`config.mk`:
```
export PLATFORM = sky130hd
export DESIGN_NAME = cpu_sequencer_flat
export DESIGN_NICKNAME = d
export VERILOG_FILES = /design/src/rtl/cpu_sequencer_pkg.sv /design/src/rtl/cpu_sequencer_if.sv /design/src/rtl/cpu_sequencer_opcode_class.sv /design/src/rtl/cpu_sequencer.sv /design/src/flat_wrapper.sv
export SDC_FILE = /design/constraint.sdc
export NUM_CORES = 1
export LEC_CHECK = 0
export CAP_MARGIN = 20
export CORE_UTILIZATION = 45
export CTS_BUF_LIST = sky130_fd_sc_hd__clkbuf_2
export DETAILED_ROUTE_END_ITERATION = 8
export PLACE_DENSITY = 0.79
export SLEW_MARGIN = 20
export SYNTH_ARGS = -nofsm -noshare
export SYNTH_HDL_FRONTEND = slang
export SYNTH_SLANG_ARGS = --single-unit
```
`constraint.sdc`:
```
create_clock -name clk -period 4.2 [get_ports clk]
set_input_delay 1.26 -clock clk [delete_from_list [all_inputs] [get_ports clk]]
set_output_delay 1.26 -clock clk [all_outputs]
set_load 0.05 [all_outputs]
```
`src/rtl/cpu_sequencer_pkg.sv`:
```
// Shared definitions for the pRISC control path: state codes, fixed
// opcodes, the one-hot opcode class record and the retired-instruction
// counter width. The Controller imports this package as well.
package pRISC_pkg;

    localparam int COUNT_WIDTH = 16;

    localparam logic [5:0] OP_LOAD  = 6'b010000;
    localparam logic [5:0] OP_STORE = 6'b011000;
    localparam logic [5:0] OP_HALT  = 6'b111111;

    typedef enum logic [2:0] {
        S_FETCH  = 3'd0,
        S_DECODE = 3'd1,
        S_EXEC   = 3'd2,
        S_MEM    = 3'd3,
        S_WB     = 3'd4,
        S_HALT   = 3'd5
    } state_e;

    // Exactly one flag is set for any opcode value.
    typedef struct packed {
        logic alu;
        logic load;
        logic store;
        logic branch;
        logic jump;
        logic halt;
        logic nop;
    } opClass_t;

endpackage

```
`src/rtl/cpu_sequencer_if.sv`:
```
// Bundle between the sequencer and the datapath/memory side. The master
// modport is the sequencer; the slave modport is whoever supplies the
// opcode, zero flag and memory acknowledge.
interface cpu_sequencer_if;
    import pRISC_pkg::*;

    logic [5:0]             opcode;
    logic                   zero;
    logic                   mem_ack;
    logic                   mem_req;
    logic                   mem_we;
    logic                   mem_sel;
    logic                   irWrite;
    logic                   pcWrite;
    logic                   pcSrc;
    logic                   aluEn;
    logic                   regWrite;
    logic [2:0]             state;
    logic                   halted;
    logic [COUNT_WIDTH-1:0] instr_count;

    modport master (
        input  opcode, zero, mem_ack,
        output mem_req, mem_we, mem_sel, irWrite, pcWrite, pcSrc,
               aluEn, regWrite, state, halted, instr_count
    );

    modport slave (
        output opcode, zero, mem_ack,
        input  mem_req, mem_we, mem_sel, irWrite, pcWrite, pcSrc,
               aluEn, regWrite, state, halted, instr_count
    );

endinterface

```
`src/rtl/cpu_sequencer_opcode_class.sv`:
```
// Opcode classifier: turns the 6-bit opcode into one-hot class flags.
// HALT is carved out of the 11xxxx jump space; the two fixed memory
// opcodes are carved out of 01xxxx, and the rest of 01xxxx is NOP.
module opcode_class
    import pRISC_pkg::*;
(
    input  logic [5:0] opcode_i,
    output opClass_t   cls_o
);

    // Classify the opcode, checking HALT first since it overlaps the jump space
    always_comb begin
        cls_o = '0;
        if (opcode_i == OP_HALT) begin
            cls_o.halt = 1'b1;
        end else begin
            case (opcode_i[5:4])
                2'b00:   cls_o.alu    = 1'b1;
                2'b10:   cls_o.branch = 1'b1;
                2'b11:   cls_o.jump   = 1'b1;
                default: begin
                    if (opcode_i == OP_LOAD) begin
                        cls_o.load = 1'b1;
                    end else if (opcode_i == OP_STORE) begin
                        cls_o.store = 1'b1;
                    end else begin
                        cls_o.nop = 1'b1;
                    end
                end
            endcase
        end
    end

endmodule

```
`src/rtl/cpu_sequencer.sv`:
```
// Multi-cycle control sequencer: FETCH/DECODE/EXEC/MEM/WB/HALT state
// machine plus the retired-instruction counter. The opcode is not latched
// here; the instruction register holds it stable for the whole instruction.
// Strobes are decoded from the current state (and the opcode), except the
// fetch-completion strobes which follow the memory acknowledge directly.
module cpu_sequencer
    import pRISC_pkg::*;
(
    input  logic            clk,
    input  logic            rst,
    cpu_sequencer_if.master bus
);

    state_e                 state_q, state_d;
    logic [COUNT_WIDTH-1:0] count_q, count_d;
    opClass_t               cls;

    logic memReq, memWe, memSel, irWr, pcWr, pcSel, aluOn, regWr, haltFlag;

    opcode_class u_opcode_class (
        .opcode_i (bus.opcode),
        .cls_o    (cls)
    );

    // Next state and counter; every return to FETCH from EXEC/MEM/WB retires one instruction
    always_comb begin
        state_d = state_q;
        count_d = count_q;
        case (state_q)
            S_FETCH: begin
                if (bus.mem_ack) begin
                    state_d = S_DECODE;
                end
            end
            S_DECODE: begin
                state_d = cls.halt ? S_HALT : S_EXEC;
            end
            S_EXEC: begin
                if (cls.load || cls.store) begin
                    state_d = S_MEM;
                end else if (cls.alu) begin
                    state_d = S_WB;
                end else if (cls.branch || cls.jump || cls.nop || cls.halt) begin
                    state_d = S_FETCH;
                    count_d = count_q + COUNT_WIDTH'(1);
                end else begin
                    state_d = S_FETCH;
                end
            end
            S_MEM: begin
                if (bus.mem_ack) begin
                    if (cls.store) begin
                        state_d = S_FETCH;
                        count_d = count_q + COUNT_WIDTH'(1);
                    end else begin
                        state_d = S_WB;
                    end
                end
            end
            S_WB: begin
                state_d = S_FETCH;
                count_d = count_q + COUNT_WIDTH'(1);
            end
            S_HALT: begin
                state_d = S_HALT;
            end
            default: begin
                state_d = S_FETCH;
            end
        endcase
    end

    // State and counter registers, cleared asynchronously by rst
    always_ff @(posedge clk or posedge rst) begin
        if (rst) begin
            state_q <= S_FETCH;
            count_q <= '0;
        end else begin
            state_q <= state_d;
            count_q <= count_d;
        end
    end

    // Strobe decode; everything is held low while rst is asserted so a reset mid-access drops the request at once
    always_comb begin
        memReq   = 1'b0;
        memWe    = 1'b0;
        memSel   = 1'b0;
        irWr     = 1'b0;
        pcWr     = 1'b0;
        pcSel    = 1'b0;
        aluOn    = 1'b0;
        regWr    = 1'b0;
        haltFlag = 1'b0;
        if (!rst) begin
            case (state_q)
                S_FETCH: begin
                    memReq = 1'b1;
                    irWr   = bus.mem_ack;
                    pcWr   = bus.mem_ack;
                end
                S_EXEC: begin
                    aluOn = 1'b1;
                    if (cls.jump || (cls.branch && bus.zero)) begin
                        pcWr  = 1'b1;
                        pcSel = 1'b1;
                    end
                end
                S_MEM: begin
                    memReq = 1'b1;
                    memSel = 1'b1;
                    memWe  = cls.store;
                end
                S_WB: begin
                    regWr = 1'b1;
                end
                S_HALT: begin
                    haltFlag = 1'b1;
                end
                default: begin
                    memReq = 1'b0;
                end
            endcase
        end
    end

    assign bus.mem_req     = memReq;
    assign bus.mem_we      = memWe;
    assign bus.mem_sel     = memSel;
    assign bus.irWrite     = irWr;
    assign bus.pcWrite     = pcWr;
    assign bus.pcSrc       = pcSel;
    assign bus.aluEn       = aluOn;
    assign bus.regWrite    = regWr;
    assign bus.halted      = haltFlag;
    assign bus.state       = state_q;
    assign bus.instr_count = count_q;

endmodule

```
`src/flat_wrapper.sv`:
```
// flat-port wrapper written by rule: the top's interface ports become plain ports
module cpu_sequencer_flat import pRISC_pkg::*;
  (clk, rst, bus_opcode, bus_zero, bus_mem_ack, bus_mem_req, bus_mem_we, bus_mem_sel, bus_irWrite, bus_pcWrite, bus_pcSrc, bus_aluEn, bus_regWrite, bus_state, bus_halted, bus_instr_count);
  cpu_sequencer_if bus_i ();
  input  logic clk;
  input  logic rst;
  input wire logic [$bits(bus_i.opcode)-1:0] bus_opcode;
  input wire logic [$bits(bus_i.zero)-1:0] bus_zero;
  input wire logic [$bits(bus_i.mem_ack)-1:0] bus_mem_ack;
  output wire logic [$bits(bus_i.mem_req)-1:0] bus_mem_req;
  output wire logic [$bits(bus_i.mem_we)-1:0] bus_mem_we;
  output wire logic [$bits(bus_i.mem_sel)-1:0] bus_mem_sel;
  output wire logic [$bits(bus_i.irWrite)-1:0] bus_irWrite;
  output wire logic [$bits(bus_i.pcWrite)-1:0] bus_pcWrite;
  output wire logic [$bits(bus_i.pcSrc)-1:0] bus_pcSrc;
  output wire logic [$bits(bus_i.aluEn)-1:0] bus_aluEn;
  output wire logic [$bits(bus_i.regWrite)-1:0] bus_regWrite;
  output wire logic [$bits(bus_i.state)-1:0] bus_state;
  output wire logic [$bits(bus_i.halted)-1:0] bus_halted;
  output wire logic [$bits(bus_i.instr_count)-1:0] bus_instr_count;
  assign bus_i.opcode = bus_opcode;
  assign bus_i.zero = bus_zero;
  assign bus_i.mem_ack = bus_mem_ack;
  assign bus_mem_req = bus_i.mem_req;
  assign bus_mem_we = bus_i.mem_we;
  assign bus_mem_sel = bus_i.mem_sel;
  assign bus_irWrite = bus_i.irWrite;
  assign bus_pcWrite = bus_i.pcWrite;
  assign bus_pcSrc = bus_i.pcSrc;
  assign bus_aluEn = bus_i.aluEn;
  assign bus_regWrite = bus_i.regWrite;
  assign bus_state = bus_i.state;
  assign bus_halted = bus_i.halted;
  assign bus_instr_count = bus_i.instr_count;
  cpu_sequencer u_core (.clk(clk), .rst(rst), .bus(bus_i));
endmodule
```
## Word-level counts from Yosys, hierarchy flattened

Index checks and enable logic that the tools add are counted.
W data, S select, Z words.

- Flip-flop bits (word level): 19
- Output and inout port bits: 28

- $add $sub $neg: 1
- Eq/ne operators: 16
- Mux-type cells: 45
- Reductions and logical operators: 13

Operator list:

| cell | count |
|---|---|
| $mux W16 | 5 |
| $pmux W16 S3 | 1 |
| $mux W1 | 29 |
| $mux W3 | 6 |
| $add A16 B1 Y16 const B | 1 |
| $pmux W3 S5 | 1 |
| $eq A6 B5 Y1 const B | 2 |
| $ne A2 B2 Y1 const B | 4 |
| $eq A3 B2 Y1 const B | 2 |
| $eq A3 B3 Y1 const B | 2 |
| $eq A6 B6 Y1 const B | 1 |
| $reduce_and A6 Y1 | 1 |
| $logic_or A1 B1 Y1 | 5 |
| $mux W5 | 1 |
| $eq A2 B2 Y1 const B | 2 |
| $ne A2 B1 Y1 const B | 2 |
| $eq A3 B1 Y1 const B | 1 |
| $logic_not A3 Y1 | 1 |
| $reduce_bool A3 Y1 | 1 |
| $reduce_or A3 Y1 | 1 |
| $logic_not A2 Y1 | 1 |
| $mux W2 | 1 |
| $pmux W1 S2 | 1 |
| $reduce_and A2 Y1 | 1 |
| 2 further kinds | 2 |

## Depth between registers and ports, before layout

- Depth after elaboration: 12
- Gate-level depth with buffers: 8

## Hierarchy

A second synthesis with hierarchy kept.

- Cell total of the unflattened synthesis: 115
- Area total of the unflattened synthesis: 1216.2 um2

By module, submodules not included:

| module | instances | cells each | area each (um2) |
|---|---|---|---|
| cpu_sequencer | 1 | 104 | 1146.1 |
| opcode_class | 1 | 11 | 70.1 |

## Least setup slack after synthesis

Ideal clock, no wire load.

- Kind: input to output
- Start point: input rst
- End point: output bus_pcWrite
- Arrival time: 3.544 ns
- Data required time: 2.940 ns
- Path slack: -0.604 ns
- Stages: 3
- Cell sequence: nor2_1 -> nor4b_1 -> or2_2

- Word-level cells in the longest chain between the ends: 1

Ends and longest elaborated chain:

| element | RTL line | source |
|---|---|---|
| start, declared | flat_wrapper.sv:6 | `input logic rst;` |
| $mux W1 | cpu_sequencer.sv:95 | `if (!rst) begin` |
| end, declared | flat_wrapper.sv:14 | `output wire logic [$bits(bus_i.pcWrite)-1:0] bus_pcWrite;` |

Every way passes these cells.

## Worst setup path after layout

- Start point: input bus_opcode[3]
- End point: output bus_pcWrite

- Word-level cells in the longest chain between the ends: 7

Ends and longest elaborated chain:

| element | RTL line | source |
|---|---|---|
| start, declared | flat_wrapper.sv:7 | `input wire logic [$bits(bus_i.opcode)-1:0] bus_opcode;` |
| $eq A6 B6 Y1 * | cpu_sequencer_opcode_class.sv:14 | `if (opcode_i == OP_HALT) begin` |
| $mux W5 * | cpu_sequencer_opcode_class.sv:14 |  |
| $logic_and A1 B1 Y1 | cpu_sequencer.sv:104 | `if (cls.jump \|\| (cls.branch && bus.zero)) begin` |
| $logic_or A1 B1 Y1 * | cpu_sequencer.sv:104 |  |
| $mux W1 * | cpu_sequencer.sv:104 |  |
| $pmux W1 S2 * | cpu_sequencer.sv:96 | `case (state_q)` |
| $mux W1 * | cpu_sequencer.sv:95 |  |

Every way passes the cells marked *; elsewhere a longest branch is shown, timed or not.

==> results.toml <==
[run_status]
status = "complete, no violations"

[sta]
tightest_slew_ns = 0.701
skew_ns = 0.00668
setup_tns_ns = 0
slew_viol_final = 0
report.final.setup_viol = 0
slew_headroom_pct = 53.1
max_freq_mhz = 246
rsz0062_at_grt = "no"
period_share_pct = 96.8
hold_viol = 0
min_period_ns = 4.06

[floorplanning]
ios = 38
start_util_pct = 49.1
core_mm2 = 0.00230
die_area_mm2 = 0.00271
die_y_um = 52.1
chipWidth_um = 52.1
row_count = 17

[grt]
grt_remaining_overflow = 0
grt_max_degree = 20
grt_pass1_vias = 930
antenna_found_initial = 0
grt_pass1_wl_mm = 4.15
grt_util_all_layers_pct = 21.0

[place]
portBuffers = 37
place.gp.congestion = 0.758
dp_hpwl_mm = 1.95

[clocking]
hold_buffers = 0
ctsResizeCount = 0
clkTransAtPathRegs_ns = 0.17
cts_tree = "built"
clk_latency_ns = 0.31
root_buffer = "clkbuf_2"
cts_setup_buffers = 0
cts_buffers = 3
clkSinkCount = 19
htreeDepth = 1
cts_buffer_depth = 2

[critical_path]
crit_type = "primary input to output pin"
startpoint_type = "primary input"
cp-end-kind = "output pin"
crit_fanout = 4
critPathArrivalTime_ns = 2.80
required_ns = 2.94

[synthesis]
yosysSeqAreaShare_pct = 42.1
ys_types = 36
yosys.area.top_type_share_pct = 42.1
synthesis.area_mm2 = 0.00113
avgSynthCellArea_um2 = 9.81
yosys.area.top_type = "dfrtp_1"
synth_nets = 126
synthTopCellsByArea = "dfrtp_1 42%, xor2_1 9.3%, nor3_1 5.3%"
synth_seq_cells = 19
ys_warn_count = 0
syn_inst = 115

[detailed_routing]
remaining_drc_errors = 0
ant_nets = 0
routed_wl_mm = 2.61
drt_pass1_iterations = 4
vias = 1017
dr.first_iter.drc_count = 14
viasPerCell = 5.65
wire_per_inst_um = 14.5

[final_layout]
drive_above_1_share_pct = 15.1
nets = 164
final_util_pct = 68.7
antenna_cells = 0
area_growth_pct = 39.8

[run]
maxCapViolations = 0

[power]
irDropWorstVdd_uv = 574
p_leak_uw = 0.000636
p_per_area_mw_per_mm2 = 762

[hold_path]
hp-class = "register to register"
## flip-flops by register name, indices dropped and copies added (netlist names)
| signal | flops |
|---|---|
| u_core.bus.state | 3 |
| u_core.bus.instr_count | 16 |
## cells in the final DEF (no fill, tap or decap), types with 3 or more instances in the layout
cell             count
buf_12               5
nand2_1              6
inv_1                7
nor2_1              11
clkdlybuf4s50_1     28
xnor2_1              4
xor2_1              12
nand3_1              7
buf_4                5
and3_1               4
clkbuf_2             4
dfrtp_1             19
nor3_1              10
a21oi_1              3
## where the power goes
part           internal, µW  leakage, µW  switching (µW)
logic                   265     0.000401             490
clock network          25.2    0.0000166            54.3
registers               251     0.000218             117
## area by class of cell
cell class	count	area [µm²]
inverter	7	26.3
multi-input combinational	84	603
sequential	19	475
clock buffer	4	20.0
fill	191	719
tap	28	35.0
timing repair buffer	38	418
## worst max-delay path, cell delays in order
cell	delay [ns]
clkdlybuf4s50_1	0.53
and4_1	0.23
a21oi_1	0.07
and3_1	0.22
or2_2	0.30
buf_4	0.19
## stage by stage
step / area (µm²) / hold slack, ns / worst slack (ns) / instances / total power, µW
finish: 1580 / 0.489 / 0.135 / 180 / 1200
global route: 1580 / 0.519 / 0.0809 / 180 / 1260
CTS: 1580 / 0.487 / 0.122 / 180 / 1210
detailed placement: 1560 / 0.463 / 0.134 / 176 / 1120
global placement: 1560 / 0.456 / 0.191 / 176 / 1110
floorplan: 1140 / 0.779 / 0.0480 / 115 / 903
## per-layer routing
metal  global-route usage, %  share of wire, %
met5                       0                 0
met4                    7.66               1.1
met3                    6.73               7.1
met2                    39.1                53
met1                    21.4                39
## worst paths after layout
check	cells after the start	end	from	slack (ns)
max	6	bus_pcWrite	bus_opcode[3]	0.14
min	1	u_core.bus.instr_count[15]	u_core.bus.instr_count[15]	0.49
max reg2reg	5	u_core.bus.instr_count[8]	u_core.bus.state[1]	2.04
min reg2reg	1	u_core.bus.instr_count[15]	u_core.bus.instr_count[15]	0.49
max in group asynchronous	2	u_core.bus.instr_count[8]	rst	2.25
min in group asynchronous	2	u_core.bus.instr_count[11]	rst	1.51
## logic make-up after synthesis
kind of cell | after synthesis | synth area share [%]
and+or+nand+nor | 52 | 25.5
DFF | 19 | 42.1
xor gates and xnor gates | 16 | 12.4
AOI/OAI and AO/OA | 12 | 10.2
buffers and inverters | 12 | 5.88
muxes | 3 | 2.77
adders and majority gates | 1 | 1.11
## synth_stat cells, drive strengths merged
cell type,count
a31oi,1
or3,1
xnor2,4
a211oi,1
nand2,6
o2bb2ai,1
nand2b,1
a2111oi,1
o22ai,1
and4,1
a41o,1
mux2,1
buf,5
nor4,1
nand3,7
nand4,2
nor2,11
inv,7
or2,1
o21ai,1
o32ai,1
mux2i,2
o31ai,1
ha,1
nor4b,2
nand3b,1
nor3,12
dfrtp,19
xor2,12
nor3b,1
and2,1
a21oi,3
and3,4
No activity file was read; power rests on OpenSTA's default activity.
